--- config.mk ---
export PLATFORM = sky130hd
export DESIGN_NAME = wash_phase_timer
export DESIGN_NICKNAME = d
export VERILOG_FILES = /design/src/rtl/wash_phase_timer.sv
export SDC_FILE = /design/constraint.sdc
export NUM_CORES = 1
export LEC_CHECK = 0
export BUFFER_PORTS_ARGS = -buffer_cell sky130_fd_sc_hd__buf_4
export CELL_PAD_IN_SITES_DETAIL_PLACEMENT = 1
export CELL_PAD_IN_SITES_GLOBAL_PLACEMENT = 1
export CORE_ASPECT_RATIO = 1.1
export CORE_UTILIZATION = 28
export CTS_CLUSTER_DIAMETER = 40
export CTS_CLUSTER_SIZE = 25
export DETAILED_ROUTE_END_ITERATION = 8
export GPL_ROUTABILITY_DRIVEN = 0
export PLACE_DENSITY_LB_ADDON = 0.1
export SLEW_MARGIN = 20
export SYNTH_ARGS = -nofsm -noshare
export SYNTH_HDL_FRONTEND = slang
export SYNTH_SLANG_ARGS = --single-unit
--- constraint.sdc ---
create_clock -name clk -period 5.8 [get_ports clk]
set_clock_uncertainty 0.2 [all_clocks]
set_input_delay 0 -clock clk [delete_from_list [all_inputs] [get_ports clk]]
set_output_delay 0 -clock clk [all_outputs]
set_load 0.01 [all_outputs]
--- src/rtl/wash_phase_timer.sv ---
// wash_phase_timer
// Times each timed phase of the washing-machine FSM (READY delay, FILL, WASH,
// RINSE, SPIN, DRAIN) and raises the matching completion input when the
// programmed duration has elapsed.
//
// Ports:
//   clk, reset         - rising-edge clock, asynchronous active-high reset
//   state[8:0]         - FSM one-hot state (IDLE=0 .. DRAIN=6, COMPLETE=7, ERROR=8)
//   pause              - freezes the counter and masks every completion output
//   cfg_we/addr/data   - duration write port (addr 0..5 = READY..DRAIN)
//   cfg_err            - one-cycle pulse, one cycle after a rejected write
//   delay_done .. draincomplete - level completion outputs, one per phase
//   phase_remaining    - current down-counter value
//   busy               - state is exactly one of the six timed codes
module wash_phase_timer #(
  parameter int CNT_W     = 16,
  parameter int DEF_READY = 4,
  parameter int DEF_FILL  = 8,
  parameter int DEF_WASH  = 16,
  parameter int DEF_RINSE = 12,
  parameter int DEF_SPIN  = 10,
  parameter int DEF_DRAIN = 6
) (
  input  logic             clk,
  input  logic             reset,
  input  logic [8:0]       state,
  input  logic             pause,
  input  logic             cfg_we,
  input  logic [2:0]       cfg_addr,
  input  logic [CNT_W-1:0] cfg_data,
  output logic             cfg_err,
  output logic             delay_done,
  output logic             waterlevelreached,
  output logic             washcomplete,
  output logic             rinsecomplete,
  output logic             spincomplete,
  output logic             draincomplete,
  output logic [CNT_W-1:0] phase_remaining,
  output logic             busy
);

  localparam logic [8:0] ST_IDLE     = 9'b000000001;
  localparam logic [8:0] ST_COMPLETE = 9'b010000000;
  localparam logic [8:0] ST_ERROR    = 9'b100000000;

  localparam logic [CNT_W-1:0] DEF_DUR [0:5] = '{
    CNT_W'(DEF_READY), CNT_W'(DEF_FILL), CNT_W'(DEF_WASH),
    CNT_W'(DEF_RINSE), CNT_W'(DEF_SPIN), CNT_W'(DEF_DRAIN)
  };

  logic [CNT_W-1:0] dur_q [0:5];
  logic [CNT_W-1:0] dur_d [0:5];
  logic [CNT_W-1:0] cnt_q, cnt_d;
  logic [8:0]       prev_state_q, prev_state_d;
  logic             cfg_err_q, cfg_err_d;

  logic             timed;
  logic [CNT_W-1:0] load_raw;
  logic             cfg_state_ok;
  logic             cfg_addr_ok;
  logic             cfg_accept;
  logic             phase_done;

  // Decode the timed phase and pick its stored duration. Anything that is
  // not exactly one of the six timed codes (including zero and multi-hot)
  // counts as non-timed.
  always_comb begin
    timed    = 1'b1;
    load_raw = '0;
    case (state)
      9'b000000010: load_raw = dur_q[0];
      9'b000000100: load_raw = dur_q[1];
      9'b000001000: load_raw = dur_q[2];
      9'b000010000: load_raw = dur_q[3];
      9'b000100000: load_raw = dur_q[4];
      9'b001000000: load_raw = dur_q[5];
      default:      timed    = 1'b0;
    endcase
  end

  // Configuration: writes land only while the FSM is parked.
  always_comb begin
    cfg_state_ok = (state == ST_IDLE) || (state == ST_COMPLETE) || (state == ST_ERROR);
    cfg_addr_ok  = (cfg_addr <= 3'd5);
    cfg_accept   = cfg_we && cfg_state_ok && cfg_addr_ok;
    cfg_err_d    = cfg_we && !(cfg_state_ok && cfg_addr_ok);
    for (int i = 0; i < 6; i++) begin
      dur_d[i] = (cfg_accept && (cfg_addr == 3'(i))) ? cfg_data : dur_q[i];
    end
  end

  // Counter: clear outside timed phases, reload on any entry (a stored 0
  // loads as 1), otherwise count down unless paused, saturating at 0.
  always_comb begin
    prev_state_d = state;
    cnt_d        = cnt_q;
    if (!timed) begin
      cnt_d = '0;
    end else if (state != prev_state_q) begin
      cnt_d = (load_raw == '0) ? CNT_W'(1) : load_raw;
    end else if (!pause && (cnt_q != '0)) begin
      cnt_d = cnt_q - CNT_W'(1);
    end
  end

  always_ff @(posedge clk or posedge reset) begin
    if (reset) begin
      cnt_q        <= '0;
      prev_state_q <= ST_IDLE;
      cfg_err_q    <= 1'b0;
      for (int i = 0; i < 6; i++) begin
        dur_q[i] <= DEF_DUR[i];
      end
    end else begin
      cnt_q        <= cnt_d;
      prev_state_q <= prev_state_d;
      cfg_err_q    <= cfg_err_d;
      for (int i = 0; i < 6; i++) begin
        dur_q[i] <= dur_d[i];
      end
    end
  end

  // Requiring prev_state == state keeps the entry cycle quiet even when the
  // counter still holds a stale 0 from the previous phase.
  always_comb begin
    phase_done        = timed && (state == prev_state_q) && (cnt_q == '0) && !pause;
    delay_done        = phase_done && state[1];
    waterlevelreached = phase_done && state[2];
    washcomplete      = phase_done && state[3];
    rinsecomplete     = phase_done && state[4];
    spincomplete      = phase_done && state[5];
    draincomplete     = phase_done && state[6];
    phase_remaining   = cnt_q;
    busy              = timed;
    cfg_err           = cfg_err_q;
  end

endmodule

==> metrics.csv, run 1 <==
stage;metric;value;unit
timing;Fmax;0.3057;GHz
synth;Syn Area/Cell;12.15;µm²
timing;final hold slack;0.05394;ns
global_routing;largest net degree at the start of global routing;69;
floorplan;Die H;153.9;µm
global_routing;antenna violations before repair;0;
floorplan;Initial Util;0.2853;
timing;final hold violation count;0;
drt;via density per instance;5.171;
drt;WL met2;8433;µm
drt;met3 WL post-DR;576;µm
final_layout;P&R area growth vs syn;27.88;%
flow_run;max_cap viols;0;
final_layout;NumNets Final;600;
floorplan;Ports;56;
critical_path;crit start category;flip-flop;
floorplan;DIE AREA;21550;µm²
timing;Setup violations, final;0;
timing;final worst slack;2.528;ns
drt;detailed-route via count;4323;
power_and_ir_drop;peak supply drop;0.1850;mV
final_layout;layout cells sized above 1;0.3741;
place;dpl hpwl;11220;µm
timing;Final Cycle Share;0.5641;
clock_tree;Skew-Pair Late Insertion Delay;0.42;ns
global_routing;overflow left after global routing;0;
synth;EDFF count, synth;0;
drt;Iteration-0 DRC Markers;160;
synth;cells after synthesis;483;
critical_path;kind of critical path;reg -> out;
clock_tree;CTS root buffer;clkbuf_16;
timing;slew margin rel.;0.2621;
floorplan;Die X;140.1;µm
final_layout;fin cells;836;
place;Placed Cells incl. Taps;775;
drt;drt wl/cell;20.49;µm
clock_tree;Clock Sinks;122;
power_and_ir_drop;Pwr Total;2.196;mW
clock_tree;TritonCTS clock tree;done;
timing;worst-margin pin slew;1.104;ns
synth;Unique masters post-synth;53;
place;# port buffers;55;
power_and_ir_drop;power per cell area;292.5;nW/µm²
drt;Routed Antenna Nets;0;
floorplan;row cnt;55;
drt;routed wire length;17130;µm
critical_path;R2R depth;7;
global_routing;first-pass GRT wire length;28010;µm
synth;cell area after synthesis;5871;µm²
hold_path;WHS Path Cells;4;
synth;Synth area leaders;dfrtp_1, mux2_2, dfstp_2, a22oi_1, o22ai_1;
synth;YS warnings;0;
critical_path;crit-path max FO;8;
clock_tree;clk buf depth;2;
place;Setup WS pre-CTS;2.402;ns
global_routing;vias in the first global route;4669;
drt;Routed met1 length;7931;µm
run_status;status;complete, no violations;
clock_tree;Reg clk slew, reported paths;0.06;ns
critical_path;Crit path arrival time;3.07;ns
power_and_ir_drop;leakage;3.439;nW
final_layout;Antenna diodes;0;
global_routing;Tot GR Track Use;0.1726;
synth;sequential-to-total area share from yosys stat;0.5222;
clock_tree;htree depth;4;
drt;max layer used;met4;
synth;Async SR Flop Fraction;1.000;
synth;area share of the largest cell type after synthesis;0.4774;
clock_tree;CTS resizes;0;
drt;first drt pass iteration count;4;
timing;Final TNS setup;0;ns
floorplan;core area;20580;µm²
synth;Commonest cells post-synth;dfrtp_1, mux2_2, a22oi_1;
synth;post-synth top area cell;dfrtp_1;
synth;synthesis-stage register bit count;122;
place;placed cell area;6533;µm²
timing;Tmin final;3.272;ns
synth;top_reg_cell synth;dfrtp_1;
drt;# DRC;0;
critical_path;Worst setup EP type;primary output;
timing;Slew Viols, Final;0;
critical_path;critical path required time;5.60;ns
clock_tree;TritonCTS buffer count;17;
synth;syn_nets;516;
timing;RSZ-0062 raised after global routing;false;
final_layout;Post-Layout Inst Area;7507;µm²
final_layout;fin util;0.3649;
synth;most common cell in the netlist;dfrtp_1;
hold_path;worst min path class;in -> reg;
==> state kept, by name (all words and copies together), names as in the netlist <==
| register | flops |
|---|---|
| dur_q | 96 |
| phase_remaining | 16 |
| prev_state_q | 9 |
| cfg_err | 1 |
==> per-layer routing <==
layer,global-route usage,vias to the layer above
met3,0.03675,16
met5,0,-
met2,0.2871,82
met1,0.2287,2230
li1,-,1995
met4,0.04029,0
==> cell usage in the layout, fill, tap and decap left out, types with 6 or more instances in the layout <==
| master | count |
|---|---|
| xnor2_1 | 6 |
| xor2_1 | 12 |
| nor2_1 | 24 |
| o21ai_0 | 11 |
| nor3_1 | 7 |
| and2_1 | 8 |
| dfstp_2 | 10 |
| clkbuf_16 | 17 |
| nor2b_1 | 6 |
| a21oi_1 | 9 |
| or4_1 | 7 |
| buf_4 | 66 |
| dfrtp_1 | 112 |
| a22oi_1 | 31 |
| nor4_1 | 8 |
| nand2_1 | 11 |
| dlygate4sd3_1 | 29 |
| mux2_2 | 96 |
| o22ai_1 | 18 |
==> where the power goes <==
group | internal (mW) | leakage [nW] | switching (mW)
Combinational | 0.0477 | 1.47 | 0.0666
Sequential | 0.867 | 1.64 | 0.00651
Clock | 0.820 | 0.325 | 0.389
==> final timing paths <==
kind                                     from                  end  slack [ns]
max in group asynchronous               reset             dur_q[4]        3.95
max                        phase_remaining[2]         spincomplete        2.53
min in group asynchronous               reset            dur_q[94]        0.06
min                               cfg_addr[0]            dur_q[61]        0.05
min reg2reg                         dur_q[23]            dur_q[23]        0.30
max reg2reg                phase_remaining[2]  phase_remaining[11]        2.70
==> area by class of cell <==
| class | instances | area, µm² |
|---|---|---|
| clock buffer | 22 | 494.2 |
| tap | 256 | 320.3 |
| clock inverter | 10 | 186.4 |
| timing repair buffer | 95 | 785.8 |
| multi-input combinational | 324 | 2626 |
| sequential | 122 | 3065 |
| fill | 2203 | 13070 |
| inverter | 7 | 28.78 |
==> timing repair <==
item                       CTS  global route
setup endpoints to repair    0             0
buffers inserted             0             0
hold endpoints to repair   172             0
hold buffers                29             0
==> worst max-delay path, stage by stage (launching register included) <==
cell     delay, ns
dfrtp_1       0.44
nor4_1        0.67
nand4_1       0.48
nor4_1        0.72
and2_1        0.23
buf_4         0.12
==> kinds of logic after synthesis <==
kind of cell,Yosys count,share of synthesized area
AO/OA/AOI/OAI,107,0.1311
XOR/XNOR,18,0.02685
adder cells (fa/ha/maj),1,0.002131
buffers and inverters,37,0.03197
flip-flops,122,0.5222
multiplexers,99,0.1893
AND/OR/NAND/NOR,99,0.09655
Note: power is estimated with default switching activity, not from simulation.
==> run 2, diff against run 1 <==
==> constraint.sdc (replaced) <==
create_clock -name clk -period 3 [get_ports clk]
set_clock_uncertainty 0.2 [all_clocks]
set_input_delay 0 -clock clk [delete_from_list [all_inputs] [get_ports clk]]
set_output_delay 0 -clock clk [all_outputs]
set_load 0.01 [all_outputs]
==> metrics.csv, run 2 (synthesis results as in run 1) <==
stage;metric;value;unit;change
run_status;status;complete, no violations;;
timing;slew margin rel.;0.3470;;+0.08491
final_layout;Post-Layout Inst Area;7555;µm²;+0.63%
critical_path;kind of critical path;in -> out;;
hold_path;worst min path class;in -> reg;;
floorplan;core area;20580;µm²;unchanged
global_routing;overflow left after global routing;0;;unchanged
critical_path;worst-path cell chain;dlygate4sd3_1, buf_4, or4_1, o21ai_0, o211ai_1, nand2b_2, nor4_2, buf_4, and2_1, buf_4;;
timing;Fmax;0.3536;GHz;
critical_path;R2R depth;8;;+1
global_routing;first-pass GRT wire length;28990;µm;+3.5%
hold_path;min-delay src;cfg_addr[1];;
critical_path;crit start category;primary input;;
drt;detailed-route via count;4411;;+2.0%
drt;Routed Antenna Nets;0;;unchanged
final_layout;most frequent cells in the layout;dfrtp_1, mux2_2, buf_4;;
clock_tree;TritonCTS clock tree;done;;
critical_path;Slowest-stage cell, CP;or4_1;;
floorplan;Die X;140.1;µm;unchanged
drt;# DRC;0;;unchanged
timing;Final Cycle Share;0.9426;;
global_routing;routing usage on met3;0.02990;;-0.006851
place;placed cell area;6641;µm²;+1.7%
clock_tree;Clock Sinks;122;;unchanged
place;Setup WS pre-CTS;0.2432;ns;-2.158 ns
global_routing;largest net degree at the start of global routing;49;;-29%
floorplan;DIE AREA;21550;µm²;unchanged
critical_path;Crit Reg-Reg Startpoint;phase_remaining[11];;
timing;Setup violations, final;0;;unchanged
clock_tree;Reg clk slew, reported paths;0.06;ns;about the same
clock_tree;TritonCTS buffer count;17;;unchanged
flow_run;max_cap viols;0;;unchanged
hold_path;Hold Path Sink;dur_q[71];;
place;# port buffers;55;;unchanged
final_layout;Antenna diodes;0;;unchanged
power_and_ir_drop;Logic pwr share;0.057;;+0.005
timing;Tmin final;2.828;ns;
critical_path;crit-path max FO;9;;+1
final_layout;layout cells sized above 1;0.3906;;+0.01643
final_layout;fillcell total;2212;;+0.41%
timing;worst-margin pin slew;0.9775;ns;-0.1263 ns
timing;RSZ-0062 raised after global routing;false;;
timing;final hold violation count;0;;unchanged
drt;via density per instance;5.189;;+0.36%
final_layout;fin cells;850;;+1.7%
global_routing;antenna violations before repair;0;;unchanged
clock_tree;CTS root buffer;clkbuf_16;;
final_layout;P&R area growth vs syn;28.69;%;
final_layout;max reg flops;96;;unchanged
power_and_ir_drop;Pwr Total;4.004;mW;+82%
final_layout;fin util;0.3672;;+0.002310
final_layout;most common cell after layout, fill and taps aside;dfrtp_1;;
drt;drt wl/cell;20.98;µm;+2.4%
final_layout;NumNets Final;614;;+2.3%
global_routing;GR Util met2;0.2919;;+0.004762
final_layout;Top reg by flops;dur_q;;
power_and_ir_drop;Clock power frac;0.521;;-0.029
critical_path;RR Endpoint;phase_remaining[11];;
global_routing;grt peak-use layer;met2;;
drt;routed wire length;17830;µm;+4.1%
power_and_ir_drop;switching share of power;0.2308;;+0.02052
floorplan;row cnt;55;;unchanged
clock_tree;clk buf depth;2;;unchanged
power_and_ir_drop;leakage;3.471;nW;+0.92%
drt;first drt pass iteration count;4;;unchanged
critical_path;largest stage delay on the critical path;0.60;ns;-0.12 ns
critical_path;most frequent CP cell;buf_4;;
floorplan;Initial Util;0.2853;;unchanged
critical_path;Crit path arrival time;2.63;ns;-0.44 ns
power_and_ir_drop;Switching Power;924.2;µW;+100%
floorplan;Die H;153.9;µm;unchanged
timing;final worst slack;0.1721;ns;-2.356 ns
clock_tree;htree depth;4;;unchanged
critical_path;Worst setup EP type;primary output;;
global_routing;met1 Track Usage GR;0.2431;;+0.01438
clock_tree;Skew-Pair Late Insertion Delay;0.42;ns;about the same
global_routing;vias in the first global route;4763;;+2.0%
power_and_ir_drop;register share of total power;0.422;;+0.024
floorplan;Ports;56;;unchanged
power_and_ir_drop;power per cell area;530.0;nW/µm²;+81%
critical_path;r2r setup slk;0.42;ns;-2.28 ns
timing;Final TNS setup;0;ns;unchanged
timing;final hold slack;0.04272;ns;-0.01122 ns
drt;Iteration-0 DRC Markers;207;;+29%
place;dpl hpwl;12370;µm;+10%
place;Placed Cells incl. Taps;788;;+1.7%
power_and_ir_drop;P_int;3.080;mW;+78%
critical_path;critical path required time;2.80;ns;-2.80 ns
global_routing;Tot GR Track Use;0.1802;;+0.007628
hold_path;WHS Path Cells;4;;unchanged
timing;Slew Viols, Final;0;;unchanged
power_and_ir_drop;peak supply drop;0.4117;mV;+120%
run 2: changes by cell type in the layout (fill, tap and decap cells not counted), moves of 2 or more:
cell,before,now
clkbuf_8,5,0
buf_4,66,79
clkinvlp_4,3,5
bufinv_16,5,3
clkinv_4,1,4
run 2: cell type report:
class	count	area [µm²]	area share
repair buffers	109	903.4	0.1196
clock inverters	14	173.9	0.02302
clock buffers	18	429.2	0.05681
flip-flops and latches	122	3065	0.4058
multi-input cells	324	2633	0.3485
inverters	7	30.03	0.003975
well taps	256	320.3	0.04240
run 2: how the worst max path moves through the flow:
stage / from / endpoint / depth (start not counted) / slack, ns
4_1_cts: state[2] / spincomplete / 10 / 0.007
5_1_grt: state[2] / waterlevelreached / 10 / 0.01
3_5_place_dp: state[4] / phase_remaining[0] / 8 / 0.24
6_report: state[2] / spincomplete / 10 / 0.17
2_1_floorplan: phase_remaining[11] / phase_remaining[5] / 7 / 0.54
3_3_place_gp: state[1] / phase_remaining[0] / 8 / 0.33
run 2: power groups by stage:
stage / clock [mW] / combinational [mW] / sequential (mW)
final: 2.09 / 0.226 / 1.69
after global routing: 2.23 / 0.252 / 1.69
after CTS: 2.14 / 0.231 / 1.69
after detailed placement: 0 / 0.200 / 1.72
after global placement: 0 / 0.193 / 1.72
after floorplan: 0 / 0.102 / 1.71
run 2: per-layer routing:
| metal | vias up | share of wire |
|---|---|---|
| li1 | 2023 | - |
| met1 | 2287 | 0.48 |
| met2 | 80 | 0.48 |
| met3 | 21 | 0.025 |
| met4 | 0 | 0.016 |
| met5 | - | 0 |
run 2: timing repair:
item / 4_1_cts / 5_1_grt
hold endpoints to repair: 148 / 0
pin swaps: 1 / 0
setup buffers: 1 / 0
resized for setup: 0 / 3
endpoints found under the setup margin: 6 / 7
hold buffers: 29 / 0
run 2: worst max-delay path, delay by kind of cell:
kind	cells	cell delay [ns]
and+or+nand+nor	4	1.27
buffers and inverters	4	1.01
AOI/OAI and AO/OA	2	0.34
